===== config.mk =====
export PLATFORM = sky130hd
export DESIGN_NAME = aes_round_sequencer_flat
export DESIGN_NICKNAME = d
export VERILOG_FILES = /design/src/rtl/aes_seq_pkg.sv /design/src/rtl/aes_round_sequencer_if.sv /design/src/rtl/aes_round_counter.sv /design/src/rtl/aes_round_sequencer.sv /design/src/flat_wrapper.sv
export SDC_FILE = /design/constraint.sdc
export NUM_CORES = 1
export LEC_CHECK = 0
export ABC_AREA = 1
export CAP_MARGIN = 20
export CORE_AREA = 5 5 204 206
export CTS_BUF_LIST = sky130_fd_sc_hd__clkbuf_8
export CTS_CLUSTER_SIZE = 25
export DETAILED_ROUTE_END_ITERATION = 6
export DIE_AREA = 0 0 209 211
export GPL_ROUTABILITY_DRIVEN = 0
export PLACE_DENSITY = 0.55
export REMOVE_ABC_BUFFERS = 1
export SLEW_MARGIN = 20
export SYNTH_ARGS = -nofsm -noshare
export SYNTH_HDL_FRONTEND = slang
export SYNTH_SLANG_ARGS = --single-unit

===== constraint.sdc =====
create_clock -name clk -period 1.8 [get_ports clk]
set_clock_uncertainty 0.2 [all_clocks]
set_input_delay 0.18 -clock clk [delete_from_list [all_inputs] [get_ports clk]]
set_output_delay 0.18 -clock clk [all_outputs]
set_load 0.005 [all_outputs]

===== src/rtl/aes_seq_pkg.sv =====
// Shared types and constants for the AES round sequencer.
// Optional round_ack handshake is enabled by defining AES_ROUND_STALL_EN.
package aes_seq_pkg;

  typedef enum logic [1:0] {
    IDLE  = 2'd0,
    INIT  = 2'd1,
    ROUND = 2'd2,
    DONE  = 2'd3
  } seq_state_e;

  localparam logic [1:0] AES_MODE_ENC  = 2'b10;
  localparam logic [1:0] AES_MODE_DEC  = 2'b01;
  localparam logic [1:0] AES_MODE_IDLE = 2'b00;

  localparam int unsigned AES128_NR = 10;
  localparam int unsigned AES192_NR = 12;
  localparam int unsigned AES256_NR = 14;

  localparam int unsigned RIDX_W = 4;

  // Only the two one-hot codes start an operation; 00 and 11 stall.
  function automatic logic mode_is_valid(input logic [1:0] code);
    return (code == AES_MODE_ENC) || (code == AES_MODE_DEC);
  endfunction

endpackage


===== src/rtl/aes_round_sequencer_if.sv =====
// Block-in/block-out handshake plus round-datapath bus of the AES round sequencer.
// round_ack exists only when AES_ROUND_STALL_EN is defined.
interface aes_round_sequencer_if #(
  parameter int unsigned DW = 128
);
  import aes_seq_pkg::*;

  logic [1:0]        ENCRYPT;
  logic              in_valid;
  logic              in_ready;
  logic [DW-1:0]     data_in;
  logic [DW-1:0]     round_state;
  logic [RIDX_W-1:0] round_idx;
  logic              round_en;
  logic              round_first;
  logic              round_last;
  logic              mode_enc;
  logic [DW-1:0]     round_result;
  logic              out_valid;
  logic              out_ready;
  logic [DW-1:0]     data_out;
  logic              busy;
`ifdef AES_ROUND_STALL_EN
  logic              round_ack;

  modport slave (
    input  ENCRYPT, in_valid, data_in, round_result, out_ready, round_ack,
    output in_ready, round_state, round_idx, round_en, round_first, round_last,
           mode_enc, out_valid, data_out, busy
  );

  modport master (
    output ENCRYPT, in_valid, data_in, round_result, out_ready, round_ack,
    input  in_ready, round_state, round_idx, round_en, round_first, round_last,
           mode_enc, out_valid, data_out, busy
  );
`else
  modport slave (
    input  ENCRYPT, in_valid, data_in, round_result, out_ready,
    output in_ready, round_state, round_idx, round_en, round_first, round_last,
           mode_enc, out_valid, data_out, busy
  );

  modport master (
    output ENCRYPT, in_valid, data_in, round_result, out_ready,
    input  in_ready, round_state, round_idx, round_en, round_first, round_last,
           mode_enc, out_valid, data_out, busy
  );
`endif

endinterface


===== src/rtl/aes_round_counter.sv =====
// Up/down round-key index counter bounded to 0..NR, with direction latched on load.
module aes_round_counter
  import aes_seq_pkg::*;
#(
  parameter int unsigned NR = AES128_NR
) (
  input  logic              clk,
  input  logic              rst_n,
  input  logic              load,
  input  logic              load_up,
  input  logic              step,
  output logic [RIDX_W-1:0] cnt,
  output logic              first_c,
  output logic              last_c
);

  logic up_q;

  // Stepping is suppressed at the terminal value so the index never leaves 0..NR.
  always_ff @(posedge clk or negedge rst_n) begin
    if (!rst_n) begin
      cnt  <= '0;
      up_q <= 1'b0;
    end else if (load) begin
      cnt  <= load_up ? '0 : RIDX_W'(NR);
      up_q <= load_up;
    end else if (step && !last_c) begin
      cnt  <= up_q ? cnt + RIDX_W'(1) : cnt - RIDX_W'(1);
    end
  end

  assign first_c = up_q ? (cnt == '0) : (cnt == RIDX_W'(NR));
  assign last_c  = up_q ? (cnt == RIDX_W'(NR)) : (cnt == '0);

endmodule


===== src/rtl/aes_round_sequencer.sv =====
// Steps an external single-round AES datapath through AddRoundKey plus NR rounds.
// Define AES_ROUND_STALL_EN to let the datapath stretch rounds via round_ack.
module aes_round_sequencer
  import aes_seq_pkg::*;
#(
  parameter int unsigned NR = AES128_NR,
  parameter int unsigned DW = 128
) (
  input  logic clk,
  input  logic rst_n,
  aes_round_sequencer_if.slave bus
);

  seq_state_e        state_q, state_d;
  logic [DW-1:0]     data_q;
  logic              mode_q;
  logic              cnt_load, cnt_step;
  logic              adv_c, in_ready_c, round_en_c;
  logic              first_c, last_c;
  logic [RIDX_W-1:0] cnt;

`ifdef AES_ROUND_STALL_EN
  assign adv_c = bus.round_ack;
`else
  assign adv_c = 1'b1;
`endif

  aes_round_counter #(.NR(NR)) u_cnt (
    .clk     (clk),
    .rst_n   (rst_n),
    .load    (cnt_load),
    .load_up (bus.ENCRYPT[1]),
    .step    (cnt_step),
    .cnt     (cnt),
    .first_c (first_c),
    .last_c  (last_c)
  );

  assign in_ready_c = rst_n && (state_q == IDLE) && mode_is_valid(bus.ENCRYPT);
  assign round_en_c = (state_q == INIT) || (state_q == ROUND);

  always_ff @(posedge clk or negedge rst_n) begin
    if (!rst_n) state_q <= IDLE;
    else        state_q <= state_d;
  end

  always_comb begin
    state_d  = state_q;
    cnt_load = 1'b0;
    cnt_step = 1'b0;
    case (state_q)
      IDLE: begin
        if (bus.in_valid && in_ready_c) begin
          cnt_load = 1'b1;
          state_d  = INIT;
        end
      end
      INIT: begin
        if (adv_c) begin
          cnt_step = 1'b1;
          state_d  = ROUND;
        end
      end
      ROUND: begin
        if (adv_c) begin
          cnt_step = 1'b1;
          if (last_c) state_d = DONE;
        end
      end
      DONE: begin
        if (bus.out_ready) state_d = IDLE;
      end
      default: state_d = IDLE;
    endcase
  end

  // Block state: loaded on acceptance, replaced by the datapath on each completed round.
  always_ff @(posedge clk or negedge rst_n) begin
    if (!rst_n) begin
      data_q <= '0;
      mode_q <= 1'b0;
    end else if (cnt_load) begin
      data_q <= bus.data_in;
      mode_q <= bus.ENCRYPT[1];
    end else if (round_en_c && adv_c) begin
      data_q <= bus.round_result;
    end
  end

  assign bus.in_ready    = in_ready_c;
  assign bus.round_state = data_q;
  assign bus.round_idx   = cnt;
  assign bus.round_en    = round_en_c;
  assign bus.round_first = (state_q == INIT) && first_c;
  assign bus.round_last  = (state_q == ROUND) && last_c;
  assign bus.mode_enc    = mode_q;
  assign bus.out_valid   = (state_q == DONE);
  assign bus.data_out    = data_q;
  assign bus.busy        = (state_q != IDLE);

endmodule


===== src/flat_wrapper.sv =====
// flat-port wrapper written by rule: the top's interface ports become plain ports
module aes_round_sequencer_flat import aes_seq_pkg::*;
#(
  parameter int unsigned NR = AES128_NR,
  parameter int unsigned DW = 128
)
  (clk, rst_n, bus_ENCRYPT, bus_in_valid, bus_data_in, bus_round_result, bus_out_ready, bus_in_ready, bus_round_state, bus_round_idx, bus_round_en, bus_round_first, bus_round_last, bus_mode_enc, bus_out_valid, bus_data_out, bus_busy);
  aes_round_sequencer_if #(.DW(DW)) bus_i ();
  input  logic clk;
  input  logic rst_n;
  input wire logic [$bits(bus_i.ENCRYPT)-1:0] bus_ENCRYPT;
  input wire logic [$bits(bus_i.in_valid)-1:0] bus_in_valid;
  input wire logic [$bits(bus_i.data_in)-1:0] bus_data_in;
  input wire logic [$bits(bus_i.round_result)-1:0] bus_round_result;
  input wire logic [$bits(bus_i.out_ready)-1:0] bus_out_ready;
  output wire logic [$bits(bus_i.in_ready)-1:0] bus_in_ready;
  output wire logic [$bits(bus_i.round_state)-1:0] bus_round_state;
  output wire logic [$bits(bus_i.round_idx)-1:0] bus_round_idx;
  output wire logic [$bits(bus_i.round_en)-1:0] bus_round_en;
  output wire logic [$bits(bus_i.round_first)-1:0] bus_round_first;
  output wire logic [$bits(bus_i.round_last)-1:0] bus_round_last;
  output wire logic [$bits(bus_i.mode_enc)-1:0] bus_mode_enc;
  output wire logic [$bits(bus_i.out_valid)-1:0] bus_out_valid;
  output wire logic [$bits(bus_i.data_out)-1:0] bus_data_out;
  output wire logic [$bits(bus_i.busy)-1:0] bus_busy;
  assign bus_i.ENCRYPT = bus_ENCRYPT;
  assign bus_i.in_valid = bus_in_valid;
  assign bus_i.data_in = bus_data_in;
  assign bus_i.round_result = bus_round_result;
  assign bus_i.out_ready = bus_out_ready;
  assign bus_in_ready = bus_i.in_ready;
  assign bus_round_state = bus_i.round_state;
  assign bus_round_idx = bus_i.round_idx;
  assign bus_round_en = bus_i.round_en;
  assign bus_round_first = bus_i.round_first;
  assign bus_round_last = bus_i.round_last;
  assign bus_mode_enc = bus_i.mode_enc;
  assign bus_out_valid = bus_i.out_valid;
  assign bus_data_out = bus_i.data_out;
  assign bus_busy = bus_i.busy;
  aes_round_sequencer #(.NR(NR), .DW(DW)) u_core (.clk(clk), .rst_n(rst_n), .bus(bus_i));
endmodule

==> Yosys cells after proc, flatten, opt, wreduce, memory -nomap -nowiden <==
Cells that the tools add are included.
{ "op_classes": {"addsub": 2, "eq_ne": 9, "n_mux": 15, "reduce_logical": 16} }
{ "ops": {"columns": ["op", "count"], "rows": [
  ["2-to-1 mux 128 bit", 2],
  ["2-to-1 mux 4 bit", 4],
  ["case mux 2 bit (4 select lines)", 1],
  ["== test 2 bit, second input constant", 3],
  ["logical AND 1 bit", 6],
  ["2-to-1 mux 2 bit", 3],
  ["nonzero test 2 bit", 3],
  ["2-to-1 mux 1 bit", 5],
  ["adder 4 x 1 -> 4 bit, second input constant", 1],
  ["== test 2 x 1 -> 1 bit, second input constant", 2],
  ["== test 4 bit, second input constant", 1],
  ["zero test 4 bit", 1],
  ["!= test 2 bit, second input constant", 2],
  ["subtractor 4 x 1 -> 4 bit, second input constant", 1],
  ["AND reduction 3 bit", 1],
  ["zero test 2 bit", 1],
  ["logical OR 1 bit", 2],
  ["!= test 2 x 1 -> 1 bit, second input constant", 1],
  ["OR reduction 2 bit", 1],
  ["zero test 1 bit", 1]
]} }
{ "totals": {"register_bits": 135, "out_inout_bits": 267, "wordCells": 46} }

==> Depth between registers and ports, before layout <==
Gate-level depths: netlist (run 1).
{ "logic_depth": {"depth_word": 7, "depth_mapped": 11} }

==> Modules after synthesis <==
Synthesis (run 1) repeated with hierarchy kept, for this count alone.
{ "unflattened": {"cells_unflattened": 933, "area_unflattened_um2": 7586.0} }
{ "by_module_without_submodules": {"columns": ["mod", "instances", "cells_each", "area_each_um2", "seq_area_each_um2"], "rows": [
  ["aes_round_sequencer", 1, 879, 7178.1, 3278.1],
  ["aes_round_counter", 1, 54, 407.9, 125.1]
]} }

==> Worst setup path after synthesis (run 1) <==
OpenSTA, ideal clock, no wires.
{ "synth_path": {"path_type": "flip-flop to flip-flop", "start": "register u_core.state_q[0]", "end": "register u_core.data_q[91], in the netlist u_core.bus.data_out[91]", "t_arrival_ps": 1583, "required_time_ps": 1531, "setup_slack_ps": -52, "stages_incl_launch_ff": 8, "period_less_slack_ps": 1852, "path_cell_list": "dfrtp_1 inv_1 ha_1 inv_1 clkbuf_1 clkbuf_1 nand3_1 nand3_1"} }
{ "synth_via": {"elab_cells_between_ends": 11, "cone_classes": "2 x eq/ne; 3 x mux; 6 x reduce/logical"} }
{ "synth_rtl": {"columns": ["item", "line_no", "text"], "rows": [
  ["start: declaration", "aes_round_sequencer.sv:14", "seq_state_e state_q, state_d;"],
  ["start signal: assignment", "aes_round_sequencer.sv:44", "else state_q <= state_d;"],
  ["== test 2 x 1 -> 1 bit or == test 2 bit (tied branches)", "aes_round_sequencer.sv:40", "assign round_en_c = (state_q == INIT) || (state_q == ROUND);"],
  ["logical OR 1 bit (*)", "aes_round_sequencer.sv:40", null],
  ["net bus_round_en", "flat_wrapper.sv:19", "output wire logic [$bits(bus_i.round_en)-1:0] bus_round_en;"],
  ["nonzero test 2 bit (no line) (*)", null, null],
  ["end signal: assignment", "aes_round_sequencer.sv:83", "data_q <= bus.data_in;"],
  ["end signal: assignment", "aes_round_sequencer.sv:86", "data_q <= bus.round_result;"],
  ["end: declaration", "aes_round_sequencer.sv:15", "logic [DW-1:0] data_q;"]
]} }
The timed path passes the listed nets; every way through them passes the cells marked *.
A chain may end at the register's enable or synchronous reset.

==> Final worst setup path (run 1) <==
{ "layout_path": {"start": "register u_core.state_q[1]", "end": "register u_core.data_q[32], in the netlist u_core.bus.data_out[32]"} }
{ "layout_via": {"elab_chain_len": 7, "elab_cells_between_ends": 11, "cone_classes": "2 x eq/ne; 3 x mux; 6 x reduce/logical"} }
{ "layout_lines": {"columns": ["item", "line_no", "text"], "rows": [
  ["zero test 2 bit", "aes_round_sequencer.sv:39, aes_round_sequencer.sv:51", null],
  ["logical AND 1 bit (2 in a row)", "aes_round_sequencer.sv:39", "assign in_ready_c = rst_n && (state_q == IDLE) && mode_is_valid(bus.ENCRYPT);"],
  ["logical AND 1 bit", "aes_round_sequencer.sv:53", "if (bus.in_valid && in_ready_c) begin"],
  ["2-to-1 mux 1 bit", "aes_round_sequencer.sv:53", null],
  ["2-to-1 mux 1 bit", "aes_round_sequencer.sv:51", "case (state_q)"],
  ["2-to-1 mux 128 bit or nonzero test 2 bit (tied branches)", null, null]
]} }
Parallel ways exist; a longest one is shown, timed or not.

==> impl_metrics.xml, run 1 <==
<?xml version="1.0" encoding="UTF-8"?>
<metrics>
  <group name="cts">
    <metric name="clockBufferDepth" unit="">2</metric>
    <metric name="clock_tree.htree_level_count" unit="">4</metric>
    <metric name="clock_sinks" unit="">135</metric>
    <metric name="cts-buffers-inserted" unit="">17</metric>
    <metric name="cts.reportedPaths.clkPinSlew" unit="ps">90</metric>
    <metric name="cts_tree" unit="">done</metric>
    <metric name="clock_tree.root_cell" unit="">sky130_fd_sc_hd__clkbuf_8</metric>
    <metric name="worstSkewPairLatency" unit="ps">480</metric>
  </group>
  <group name="sta">
    <metric name="grt_setup_unrepaired" unit="">true</metric>
    <metric name="max_slew.worst_pin.slew" unit="ps">836</metric>
    <metric name="timing.final.crit_period" unit="ps">1990</metric>
    <metric name="slew_violations" unit="">0</metric>
    <metric name="finalCritPeriodShare" unit="%">111</metric>
    <metric name="final_hold_violations" unit="">0</metric>
    <metric name="clock.fmax" unit="GHz">0.502</metric>
    <metric name="slew_headroom" unit="%">44.3</metric>
    <metric name="worst_slack" unit="ps">-190</metric>
    <metric name="fin_hold_ws" unit="ps">48.4</metric>
    <metric name="setup_viol_count_final" unit="">133</metric>
  </group>
  <group name="route">
    <metric name="route.detailed.vias_per_inst" unit="">4.56</metric>
    <metric name="route.final.wire_length" unit="um">43400</metric>
    <metric name="detail_route.wl_per_cell" unit="um">21.2</metric>
    <metric name="postRouteAntennaNets" unit="">0</metric>
    <metric name="drtIter0Drc" unit="">500</metric>
    <metric name="drcViolationCount" unit="">0</metric>
    <metric name="vias" unit="">9343</metric>
    <metric name="number_of_search_and_repair_iterations_in_the_first_detailed_routing_pass" unit="">5</metric>
  </group>
  <group name="synthesis">
    <metric name="yosys_register_bits" unit="">135</metric>
    <metric name="synth_area_per_cell" unit="um^2">8.11</metric>
    <metric name="post-synth-top-area-cell" unit="">sky130_fd_sc_hd__dfrtp_1</metric>
    <metric name="synth.distinct_cells" unit="">21</metric>
    <metric name="seq_area_frac_synth" unit="%">45.1</metric>
    <metric name="mappedNetlistArea" unit="mm^2">0.00748</metric>
    <metric name="synth_largest_type_area_fraction" unit="%">45.1</metric>
    <metric name="postSynthCellCount" unit="">923</metric>
    <metric name="ys_top_cells_by_area" unit="">sky130_fd_sc_hd__dfrtp_1 (45%), sky130_fd_sc_hd__nand3_1 (26%), sky130_fd_sc_hd__buf_4 (13%), sky130_fd_sc_hd__nand2_1 (7.8%), sky130_fd_sc_hd__buf_2 (2.6%)</metric>
    <metric name="yosysWarnings" unit="">0</metric>
  </group>
  <group name="finish">
    <metric name="finish.cell_count_without_fillers" unit="">2048</metric>
    <metric name="final_layout_size_suffix_gt1_share" unit="%">42.5</metric>
    <metric name="diodes" unit="">0</metric>
    <metric name="final_net_count" unit="">1780</metric>
    <metric name="syn_to_final_growth" unit="%">135</metric>
  </group>
  <group name="pwr">
    <metric name="peakVddDrop" unit="uV">1600</metric>
    <metric name="combinationalPowerShare" unit="%">68.6</metric>
    <metric name="static-leakage-power" unit="nW">8.89</metric>
    <metric name="clock_power_share" unit="%">10.4</metric>
    <metric name="power_frac_seq" unit="%">21.0</metric>
    <metric name="power.density" unit="mW/mm^2">1620</metric>
    <metric name="internal-power" unit="mW">16.3</metric>
    <metric name="switching_share" unit="%">42.9</metric>
    <metric name="switching_power" unit="mW">12.2</metric>
  </group>
  <group name="die">
    <metric name="die_width" unit="um">209</metric>
    <metric name="initial_cell_density_of_the_core" unit="%">19.0</metric>
    <metric name="std_cell_rows" unit="">73</metric>
    <metric name="core_region_area" unit="mm^2">0.0395</metric>
    <metric name="dieArea" unit="mm^2">0.0441</metric>
    <metric name="die-height" unit="um">211</metric>
    <metric name="top_level_ports" unit="">529</metric>
  </group>
  <group name="grt">
    <metric name="largest_net_degree_at_the_start_of_global_routing" unit="">136</metric>
    <metric name="vias_in_the_first_global_route" unit="">9636</metric>
    <metric name="initial_antenna_violation_count" unit="">1</metric>
    <metric name="grt_first_pass_wirelength" unit="um">59600</metric>
    <metric name="grtUsageTotal" unit="%">17.6</metric>
    <metric name="globalRouteOverflowTotal" unit="">0</metric>
  </group>
  <group name="setup_path">
    <metric name="cp.required" unit="ps">1970</metric>
    <metric name="crit_path_max_fanout" unit="">6</metric>
    <metric name="crit_arrival" unit="ps">2160</metric>
    <metric name="worst-setup-path-type" unit="">reg -&gt; reg</metric>
    <metric name="timing.critical_path.from_type" unit="">flip-flop</metric>
    <metric name="cp-end-kind" unit="">flip-flop</metric>
  </group>
  <group name="run_status">
    <metric name="run_status" unit="">complete, but fails checks</metric>
    <metric name="failed_checks" unit="">negative setup slack</metric>
  </group>
  <group name="placement">
    <metric name="hpwl" unit="um">25400</metric>
    <metric name="placed_cells_incl_taps" unit="">1845</metric>
    <metric name="port_buffers" unit="">528</metric>
  </group>
  <group name="hold_path">
    <metric name="hold_path_class" unit="">in -&gt; reg</metric>
  </group>
  <group name="run">
    <metric name="max_cap_violations" unit="">0</metric>
  </group>
</metrics>
==> registers in the layout, summed over array words and instances (netlist names) <==
name                 count
u_core.bus.data_out    128
u_core.bus.mode_enc      1
u_core.state_q           2
u_core.u_cnt.cnt         4
==> layer usage <==
metal | wire (um) | track usage (%)
met2 | 22500 | 31.1
met3 | 2530 | 3.89
met1 | 17200 | 21.4
met4 | 1170 | 5.40
met5 | 13 | 0
==> synth_stat cells, drive strengths merged <==
| master | instances |
|---|---|
| nand3 | 396 |
| buf | 177 |
| nand2 | 155 |
| dfrtp | 135 |
| clkbuf | 22 |
| inv | 12 |
| ha | 7 |
| nor2 | 7 |
| a21oi | 2 |
| nand4 | 2 |
| o21ai | 2 |
| a21boi | 1 |
| fa | 1 |
| nor3b | 1 |
| o21a | 1 |
| or2 | 1 |
| xor2 | 1 |
==> cell type report <==
| cell class | instances | area (um^2) |
|---|---|---|
| repair buffers | 767 | 8120 |
| fillers | 3797 | 21900 |
| clock inverters | 9 | 138 |
| flip-flops and latches | 135 | 3390 |
| multi-input cells | 577 | 4900 |
| inverters | 12 | 73.8 |
| clock buffers | 23 | 317 |
| well taps | 525 | 657 |
==> cells by family (layout without fill, tap and decap cells) <==
group / after synthesis / count (layout) / share of synthesized area [%]
adder cells (fa/ha/maj): 8 / 8 / 1.44
flip-flops: 135 / 135 / 45.1
XOR/XNOR: 1 / 1 / 0.117
buffers and inverters: 211 / 811 / 17.8
AO/OA/AOI/OAI: 6 / 6 / 0.468
AND/OR/NAND/NOR: 562 / 562 / 35.0
==> per-stage QoR <==
step / setup TNS [ps] / area, um^2 / worst slack [ps] / util (%) / power (mW)
finish: -13570 / 17600 / -190 / 44.6 / 28.5
global route: -24920 / 17600 / -271 / 44.6 / 30.3
CTS: -11000 / 15300 / -147 / 38.7 / 25.5
detailed placement: -30160 / 12900 / -279 / 32.6 / 21.0
global placement: -28490 / 12900 / -256 / 32.6 / 20.8
floorplan: -601770 / 6200 / -4720 / - / 9.24
==> worst max-delay path, stage by stage, from the launching register on <==
cell,delay (ps)
sky130_fd_sc_hd__dfrtp_1,390
sky130_fd_sc_hd__inv_2,80
sky130_fd_sc_hd__ha_4,150
sky130_fd_sc_hd__nand2_4,60
sky130_fd_sc_hd__nor2_4,90
sky130_fd_sc_hd__nand3_4,100
sky130_fd_sc_hd__buf_12,180
sky130_fd_sc_hd__buf_12,150
sky130_fd_sc_hd__clkbuf_16,160
sky130_fd_sc_hd__clkbuf_16,160
sky130_fd_sc_hd__nand3_1,70
sky130_fd_sc_hd__nand3_1,80
==> layout by cell type, fill, tap and decap left out, drive strengths merged, types with 11 or more instances in the layout <==
cell	netlist	final
dlymetal6s2s	0	21
clkbuf	22	40
nand2	155	155
nand3	396	396
buf	177	218
dlygate4sd2	0	237
dlygate4sd3	0	11
clkdlybuf4s50	0	263
dfrtp	135	135
inv	12	12
==> worst paths after layout <==
kind | from | endpoint | slack (ps) | cells after the start
min in group asynchronous | rst_n | u_core.u_cnt.cnt[1] | 210 | 3
setup reg to reg | u_core.state_q[1] | u_core.bus.data_out[32] | -190 | 11
hold / removal | bus_data_in[29] | u_core.bus.data_out[29] | 50 | 3
max in group asynchronous | rst_n | u_core.bus.data_out[18] | 480 | 3
hold reg to reg | u_core.bus.data_out[87] | u_core.bus.data_out[87] | 360 | 2
setup / recovery | u_core.state_q[1] | u_core.bus.data_out[32] | -190 | 11
==> power by group through the flow <==
stage / sequential, mW / combinational [mW] / clock (mW)
3_5_place_dp: 6.28 / 14.7 / 0
5_1_grt: 6.15 / 20.9 / 3.18
3_3_place_gp: 6.29 / 14.5 / 0
6_report: 5.97 / 19.5 / 2.97
2_1_floorplan: 6.06 / 3.18 / 0
4_1_cts: 5.92 / 16.5 / 3.06
==> timing repair <==
action | 4_1_cts | 5_1_grt
cloned | 23 | 19
endpoints found under the hold margin | 145 | 0
pin swaps | 13 | 102
resized for setup | 414 | 434
hold buffers | 11 | 0
buffers inserted | 115 | 9
endpoints found under the setup margin | 401 | 164
Note: power is estimated with default switching activity, not from simulation.
==> run 2, diff against run 1 <==
- PLACE_DENSITY: 0.55 -> default
- PLACE_DENSITY_LB_ADDON: default -> 0.2
==> run 2 against run 1 <==
Against the previous run: die area is the same; combinational power down 14%; fmax up 5.1%; first-iteration DRC count shrank 20%; the run still ends with negative setup slack left; setup slack gained 96 ps; critical path type is now reg -> out; via count decreased by 6.8%; power is 11% lower; critical endpoint is now bus_round_last.
==> impl_metrics.xml, run 2 (synthesis gave the netlist of run 1 again) <==
<?xml version="1.0" encoding="UTF-8"?>
<metrics>
  <group name="route">
    <metric name="vias" unit="">8712</metric>
    <metric name="route.detailed.vias_per_inst" unit="">4.38</metric>
    <metric name="postRouteAntennaNets" unit="">0</metric>
    <metric name="drcViolationCount" unit="">0</metric>
    <metric name="route.final.wire_length" unit="um">38600</metric>
    <metric name="drtIter0Drc" unit="">398</metric>
    <metric name="detail_route.wl_per_cell" unit="um">19.4</metric>
    <metric name="number_of_search_and_repair_iterations_in_the_first_detailed_routing_pass" unit="">4</metric>
  </group>
  <group name="placement">
    <metric name="port_buffers" unit="">528</metric>
    <metric name="hpwl" unit="um">26300</metric>
  </group>
  <group name="cts">
    <metric name="clock_sinks" unit="">135</metric>
    <metric name="cts_tree" unit="">done</metric>
    <metric name="clockBufferDepth" unit="">2</metric>
    <metric name="cts.reportedPaths.clkPinSlew" unit="ps">90</metric>
    <metric name="clock_tree.root_cell" unit="">sky130_fd_sc_hd__clkbuf_8</metric>
    <metric name="cts-buffers-inserted" unit="">17</metric>
    <metric name="clock_tree.htree_level_count" unit="">4</metric>
    <metric name="worstSkewPairLatency" unit="ps">470</metric>
  </group>
  <group name="run_status">
    <metric name="run_status" unit="">complete, but fails checks</metric>
    <metric name="failed_checks" unit="">negative setup slack</metric>
  </group>
  <group name="sta">
    <metric name="finalCritPeriodShare" unit="%">105</metric>
    <metric name="setup-tns-final" unit="ps">-4880</metric>
    <metric name="worst_slack" unit="ps">-93.9</metric>
    <metric name="max_slew.worst_pin.slew" unit="ps">844</metric>
    <metric name="grt_setup_unrepaired" unit="">true</metric>
    <metric name="slew_headroom" unit="%">43.8</metric>
    <metric name="setup_viol_count_final" unit="">126</metric>
    <metric name="clock.fmax" unit="GHz">0.528</metric>
    <metric name="slew_violations" unit="">0</metric>
    <metric name="final_hold_violations" unit="">0</metric>
    <metric name="fin_hold_ws" unit="ps">58.5</metric>
    <metric name="timing.final.crit_period" unit="ps">1890</metric>
  </group>
  <group name="die">
    <metric name="std_cell_rows" unit="">73</metric>
    <metric name="dieArea" unit="mm^2">0.0441</metric>
    <metric name="top_level_ports" unit="">529</metric>
    <metric name="die_width" unit="um">209</metric>
    <metric name="initial_cell_density_of_the_core" unit="%">19.0</metric>
    <metric name="core_region_area" unit="mm^2">0.0395</metric>
    <metric name="die-height" unit="um">211</metric>
  </group>
  <group name="pwr">
    <metric name="static-leakage-power" unit="nW">8.63</metric>
    <metric name="internal-power" unit="mW">15.0</metric>
    <metric name="combinationalPowerShare" unit="%">65.5</metric>
    <metric name="switching_power" unit="mW">10.5</metric>
    <metric name="power.density" unit="mW/mm^2">1600</metric>
    <metric name="peakVddDrop" unit="uV">1460</metric>
    <metric name="power_frac_seq" unit="%">24.1</metric>
    <metric name="clock_power_share" unit="%">10.3</metric>
    <metric name="fin_total_pwr" unit="mW">25.5</metric>
    <metric name="switching_share" unit="%">41.3</metric>
  </group>
  <group name="finish">
    <metric name="layout.cells.most_common" unit="">sky130_fd_sc_hd__clkdlybuf4s50_1</metric>
    <metric name="syn_to_final_growth" unit="%">113</metric>
    <metric name="layout.cells.most_common_list" unit="">sky130_fd_sc_hd__clkdlybuf4s50_1 (266), sky130_fd_sc_hd__nand3_1 (243), sky130_fd_sc_hd__nand2_1 (147)</metric>
    <metric name="final_layout_size_suffix_gt1_share" unit="%">26.4</metric>
    <metric name="post-route-util" unit="%">40.5</metric>
    <metric name="final_net_count" unit="">1721</metric>
    <metric name="largest_register_ff_count" unit="">128</metric>
  </group>
  <group name="grt">
    <metric name="initial_antenna_violation_count" unit="">1</metric>
    <metric name="grtUsageTotal" unit="%">15.6</metric>
    <metric name="vias_in_the_first_global_route" unit="">8629</metric>
    <metric name="grt_first_pass_wirelength" unit="um">53500</metric>
    <metric name="globalRouteOverflowTotal" unit="">0</metric>
    <metric name="largest_net_degree_at_the_start_of_global_routing" unit="">136</metric>
  </group>
  <group name="setup_path">
    <metric name="crit_arrival" unit="ps">1510</metric>
    <metric name="worst-setup-path-type" unit="">reg -&gt; out</metric>
    <metric name="cp-end-kind" unit="">output pin</metric>
    <metric name="timing.critical_path.from_type" unit="">flip-flop</metric>
    <metric name="crit_path_max_fanout" unit="">3</metric>
    <metric name="cp.required" unit="ps">1420</metric>
  </group>
  <group name="run">
    <metric name="max_cap_violations" unit="">0</metric>
  </group>
  <group name="hold_path">
    <metric name="hold_path_class" unit="">in -&gt; reg</metric>
  </group>
</metrics>
[run 2: power by group through the flow]
| stage | Combinational (mW) | Sequential (mW) | Clock (mW) |
|---|---|---|---|
| after floorplan | 3.18 | 6.06 | 0 |
| after global placement | 14.8 | 6.29 | 0 |
| after detailed placement | 14.9 | 6.29 | 0 |
| after CTS | 14.9 | 6.22 | 2.74 |
| after global routing | 18.2 | 6.36 | 2.86 |
| final | 16.7 | 6.14 | 2.64 |
[run 2: layer usage]
metal  up-vias  track usage [%]  part of all wire [%]
met4         2             4.73                   1.6
met5         -                0                 0.021
met1      4248             18.9                    40
met3        34             4.68                   6.6
li1       4082                -                     -
met2       346             26.7                    51
[run 2: per-stage QoR]
stage	instance area, um^2	worst slack [ps]	instances
2_1_floorplan	6200	-4720	724
3_3_place_gp	12900	-207	1848
3_5_place_dp	12900	-234	1848
4_1_cts	14000	-141	1923
5_1_grt	16000	-202	1989
6_report	16000	-93.9	1990
[run 2: critical path, cell delays in order (launching register included)]
cell,delay [ps]
sky130_fd_sc_hd__dfrtp_1,400
sky130_fd_sc_hd__inv_2,80
sky130_fd_sc_hd__buf_4,130
sky130_fd_sc_hd__ha_4,140
sky130_fd_sc_hd__a21boi_2,150
sky130_fd_sc_hd__buf_2,150
[run 2: final timing paths]
kind	slack [ps]	depth (start not counted)	endpoint	start
hold / removal	60	3	u_core.bus.data_out[70]	bus_data_in[70]
setup reg to reg	-90	12	u_core.bus.data_out[89]	u_core.state_q[0]
max in group asynchronous	470	3	u_core.bus.data_out[108]	rst_n
setup / recovery	-90	5	bus_round_last	u_core.state_q[0]
min in group asynchronous	240	3	u_core.bus.data_out[87]	rst_n
hold reg to reg	340	2	u_core.bus.data_out[56]	u_core.bus.data_out[56]
[run 2: what timing repair did]
item,in CTS,in global routing
hold buffers,14,0
resized for setup,235,321
pin swaps,18,44
buffers inserted,22,53
endpoints found under the hold margin,147,0
cloned,7,19
endpoints found under the setup margin,402,286
[run 2: cell type report]
| class | count | area [um^2] |
|---|---|---|
| clock inverters | 14 | 135 |
| well taps | 525 | 657 |
| inverters | 12 | 63.8 |
| fillers | 3931 | 23500 |
| repair buffers | 708 | 7740 |
| diodes | 1 | 2.50 |
| multi-input cells | 577 | 3720 |
| clock buffers | 18 | 248 |
| flip-flops and latches | 135 | 3390 |
==> run 3, diff against run 2 <==
- CORE_AREA: 5 5 204 206 -> 5 5 205 207
- DIE_AREA: 0 0 209 211 -> 0 0 210 212
- SYNTH_HIERARCHICAL: default -> 1
- clock period: 1.8 -> 2.1 ns (I/O delays scaled with it)
==> run 3 against run 2 <==
Against the previous run: the flow now finishes without violations; cell count shrank 4.6%; die area increased by 0.95%; wire length is 12% lower; sequential share of layout area up 4.1 points; via count fell by 7.5%; flip-flop and latch count is 1 higher; global-route usage decreased by 0.82 points; core utilization is 7.0 points lower; design area is 16% lower; critical path type unchanged; critical endpoint is now bus_round_first; largest cell class unchanged.
==> impl_metrics.xml, run 3 <==
<?xml version="1.0" encoding="UTF-8"?>
<metrics>
  <group name="placement">
    <metric name="dp_worst_setup_slack" unit="ps">91.7</metric>
    <metric name="port_buffers" unit="">528</metric>
    <metric name="hpwl" unit="um">26300</metric>
    <metric name="dpl-instance-area" unit="mm^2">0.0129</metric>
    <metric name="placed_cells_incl_taps" unit="">1855</metric>
  </group>
  <group name="route">
    <metric name="postRouteAntennaNets" unit="">0</metric>
    <metric name="drcViolationCount" unit="">0</metric>
    <metric name="drtIter0Drc" unit="">393</metric>
    <metric name="route.final.wire_length" unit="um">34100</metric>
    <metric name="detail_route.wl_per_cell" unit="um">18.0</metric>
    <metric name="number_of_search_and_repair_iterations_in_the_first_detailed_routing_pass" unit="">5</metric>
    <metric name="vias" unit="">8060</metric>
    <metric name="route.detailed.vias_per_inst" unit="">4.25</metric>
  </group>
  <group name="die">
    <metric name="die-height" unit="um">212</metric>
    <metric name="initial_cell_density_of_the_core" unit="%">18.9</metric>
    <metric name="std_cell_rows" unit="">74</metric>
    <metric name="dieArea" unit="mm^2">0.0445</metric>
    <metric name="core_region_area" unit="mm^2">0.0402</metric>
    <metric name="die_width" unit="um">210</metric>
    <metric name="top_level_ports" unit="">529</metric>
  </group>
  <group name="cts">
    <metric name="cts.reportedPaths.clkPinSlew" unit="ps">80</metric>
    <metric name="worstSkewPairLatency" unit="ps">470</metric>
    <metric name="cts-buffers-inserted" unit="">17</metric>
    <metric name="clock_tree.htree_level_count" unit="">4</metric>
    <metric name="clock_sinks" unit="">136</metric>
    <metric name="cts_tree" unit="">done</metric>
    <metric name="clockBufferDepth" unit="">2</metric>
    <metric name="clock_tree.root_cell" unit="">sky130_fd_sc_hd__clkbuf_8</metric>
  </group>
  <group name="synthesis">
    <metric name="async_flop_share" unit="%">100</metric>
    <metric name="synth_largest_type_area_fraction" unit="%">44.9</metric>
    <metric name="yosys_register_bits" unit="">136</metric>
    <metric name="yosysWarnings" unit="">6</metric>
    <metric name="number_of_synthesized_flops_with_an_enable_pin" unit="">0</metric>
    <metric name="synth.distinct_cells" unit="">25</metric>
    <metric name="post-synth-top-area-cell" unit="">sky130_fd_sc_hd__dfrtp_1</metric>
    <metric name="seq_area_frac_synth" unit="%">44.9</metric>
    <metric name="ys_top_cells_by_area" unit="">sky130_fd_sc_hd__dfrtp_1 (45%), sky130_fd_sc_hd__nand3_1 (26%), sky130_fd_sc_hd__buf_4 (14%), sky130_fd_sc_hd__nand2_1 (8.0%), sky130_fd_sc_hd__buf_2 (1.6%)</metric>
    <metric name="mappedNetlistArea" unit="mm^2">0.00759</metric>
    <metric name="dominant_cell_by_count_in_the_synthesized_netlist" unit="">sky130_fd_sc_hd__nand3_1</metric>
    <metric name="synth_area_per_cell" unit="um^2">8.13</metric>
    <metric name="yosys-top-cells-count" unit="">sky130_fd_sc_hd__nand3_1 (393), sky130_fd_sc_hd__nand2_1 (161), sky130_fd_sc_hd__buf_4 (141), sky130_fd_sc_hd__dfrtp_1 (136), sky130_fd_sc_hd__buf_2 (25)</metric>
    <metric name="postSynth.topFlopCell" unit="">sky130_fd_sc_hd__dfrtp_1</metric>
    <metric name="postSynthCellCount" unit="">933</metric>
  </group>
  <group name="finish">
    <metric name="post-route-util" unit="%">33.5</metric>
    <metric name="layout.cells.most_common_list" unit="">sky130_fd_sc_hd__clkdlybuf4s50_1 (521), sky130_fd_sc_hd__nand3_1 (393), sky130_fd_sc_hd__nand2_1 (160)</metric>
    <metric name="finish.cell_count_without_fillers" unit="">1898</metric>
    <metric name="fill_cells" unit="">4242</metric>
    <metric name="syn_to_final_growth" unit="%">77.3</metric>
    <metric name="largest_register_ff_count" unit="">128</metric>
    <metric name="diodes" unit="">0</metric>
    <metric name="design_area" unit="mm^2">0.0134</metric>
    <metric name="final_net_count" unit="">1622</metric>
    <metric name="final_layout_size_suffix_gt1_share" unit="%">8.93</metric>
    <metric name="layout.cells.most_common" unit="">sky130_fd_sc_hd__clkdlybuf4s50_1</metric>
  </group>
  <group name="setup_path">
    <metric name="worst-setup-path-type" unit="">reg -&gt; out</metric>
    <metric name="cp.required" unit="ps">1690</metric>
    <metric name="critical_path.reg2reg.endpoint" unit="">u_core/bus.data_out[79]</metric>
    <metric name="reg2reg_from" unit="">u_core/state_q[1]</metric>
    <metric name="worstSetupEndpoint" unit="">bus_round_first</metric>
    <metric name="timing.critical_path.from_type" unit="">flip-flop</metric>
    <metric name="startpoint" unit="">u_core/u_cnt/cnt[0]</metric>
    <metric name="crit_arrival" unit="ps">1550</metric>
    <metric name="cp-end-kind" unit="">output pin</metric>
    <metric name="crit_path_max_fanout" unit="">4</metric>
    <metric name="r2r_cells" unit="">10</metric>
    <metric name="rrSetupSlack" unit="ps">210</metric>
  </group>
  <group name="pwr">
    <metric name="peakVddDrop" unit="uV">762</metric>
    <metric name="combinationalPowerShare" unit="%">61.8</metric>
    <metric name="switching_power" unit="mW">7.93</metric>
    <metric name="power.density" unit="mW/mm^2">1520</metric>
    <metric name="switching_share" unit="%">38.7</metric>
    <metric name="power_frac_seq" unit="%">26.3</metric>
    <metric name="clock_power_share" unit="%">11.9</metric>
    <metric name="internal-power" unit="mW">12.6</metric>
    <metric name="static-leakage-power" unit="nW">5.71</metric>
  </group>
  <group name="grt">
    <metric name="initial_antenna_violation_count" unit="">0</metric>
    <metric name="vias_in_the_first_global_route" unit="">8456</metric>
    <metric name="globalRouteOverflowTotal" unit="">0</metric>
    <metric name="largest_net_degree_at_the_start_of_global_routing" unit="">76</metric>
    <metric name="grtUsageTotal" unit="%">14.8</metric>
    <metric name="grt_first_pass_wirelength" unit="um">51400</metric>
  </group>
  <group name="sta">
    <metric name="slew_headroom" unit="%">66.9</metric>
    <metric name="setup_viol_count_final" unit="">0</metric>
    <metric name="slew_violations" unit="">0</metric>
    <metric name="clock.fmax" unit="GHz">0.509</metric>
    <metric name="finalCritPeriodShare" unit="%">93.5</metric>
    <metric name="worst_slack" unit="ps">137</metric>
    <metric name="final_hold_violations" unit="">0</metric>
    <metric name="timing.final.crit_period" unit="ps">1960</metric>
    <metric name="grt_setup_unrepaired" unit="">false</metric>
    <metric name="max_slew.worst_pin.slew" unit="ps">496</metric>
  </group>
  <group name="hold_path">
    <metric name="hold_path_class" unit="">in -&gt; reg</metric>
  </group>
  <group name="run_status">
    <metric name="run_status" unit="">completed</metric>
  </group>
  <group name="run">
    <metric name="max_cap_violations" unit="">0</metric>
  </group>
</metrics>
[run 3: changes by cell type in the layout (fill, tap and decap cells not counted), sizes merged, moves of 2 or more]
| cell | before | now |
|---|---|---|
| dlymetal6s2s | 137 | 0 |
| dlygate4sd2 | 118 | 2 |
| nand4 | 2 | 4 |
| dlygate4sd3 | 14 | 1 |
| bufinv | 2 | 4 |
| nand3 | 396 | 394 |
| buf | 155 | 73 |
| clkdlybuf4s50 | 266 | 521 |
| nor2 | 7 | 5 |
| inv | 15 | 22 |
| clkbuf | 36 | 18 |
| nand2 | 155 | 162 |
[run 3: power by group through the flow]
stage / sequential (mW) / combinational (mW) / clock [mW]
3_5_place_dp: 5.47 / 12.7 / 0
3_3_place_gp: 5.47 / 12.6 / 0
2_1_floorplan: 5.25 / 2.98 / 0
4_1_cts: 5.45 / 12.9 / 2.56
5_1_grt: 5.62 / 13.9 / 2.67
6_report: 5.39 / 12.7 / 2.43
[run 3: layout make-up]
type                            instances  area (um^2)  share of cell area (%)
Clock buffer                           17          234                    1.74
Sequential cell                       136         3410                    25.3
Multi-Input combinational cell        579         2850                    21.2
Clock inverter                         15          188                    1.40
Tap cell                              532          666                    4.95
Timing Repair Buffer                  599         6030                    44.8
Inverter                               20         80.1                   0.595
[run 3: what timing repair did]
item | 4_1_cts | 5_1_grt
endpoints found under the setup margin | 5 | 2
hold endpoints to repair | 101 | 0
pin swaps | 8 | 2
hold buffers | 1 | 0
setup buffers | 9 | 1
gates resized for setup | 20 | 3
[run 3: cell families after synthesis]
family | share of synthesized area [%]
XOR/XNOR | 0.115
flip-flops | 44.9
buffers and inverters | 18.2
AND/OR/NAND/NOR | 35.2
AO/OA/AOI/OAI | 0.346
adder cells (fa/ha/maj) | 1.25
[run 3: worst min path at each step]
stage | cells after the start | endpoint | startpoint
after floorplan | 0 | u_core/bus.data_out[0] | rst_n
after global placement | 2 | u_core/bus.mode_enc | rst_n
after detailed placement | 2 | u_core/bus.mode_enc | rst_n
after CTS | 3 | u_core/bus.data_out[75] | bus_data_in[75]
after global routing | 3 | u_core/bus.data_out[75] | bus_data_in[75]
final | 3 | u_core/bus.data_out[75] | bus_data_in[75]
[run 3: per-layer routing]
layer / global-route usage (%) / up-vias / wire length [um]
met5: 0 / - / 0
met4: 4.01 / 0 / 420
met3: 4.34 / 18 / 2210
met2: 25.4 / 305 / 17300
met1: 18.1 / 3870 / 14100
li1: - / 3867 / -
[run 3: worst max-delay path, stage by stage, from the launching register on]
cell                      delay, ps
sky130_fd_sc_hd__dfrtp_1        410
sky130_fd_sc_hd__nor2_4         220
sky130_fd_sc_hd__nand3_1        100
sky130_fd_sc_hd__o21ai_1        130
sky130_fd_sc_hd__nand2_1         70
sky130_fd_sc_hd__inv_1           50
sky130_fd_sc_hd__buf_2          110
[run 3: per-stage QoR]
step	hold WS, ps	total power [mW]	TNS (ps)
global route	34.9	22.2	0
global placement	113	18.1	0
CTS	20.7	20.9	0
finish	91.0	20.5	0
floorplan	-286	8.23	-693740
detailed placement	110	18.2	0
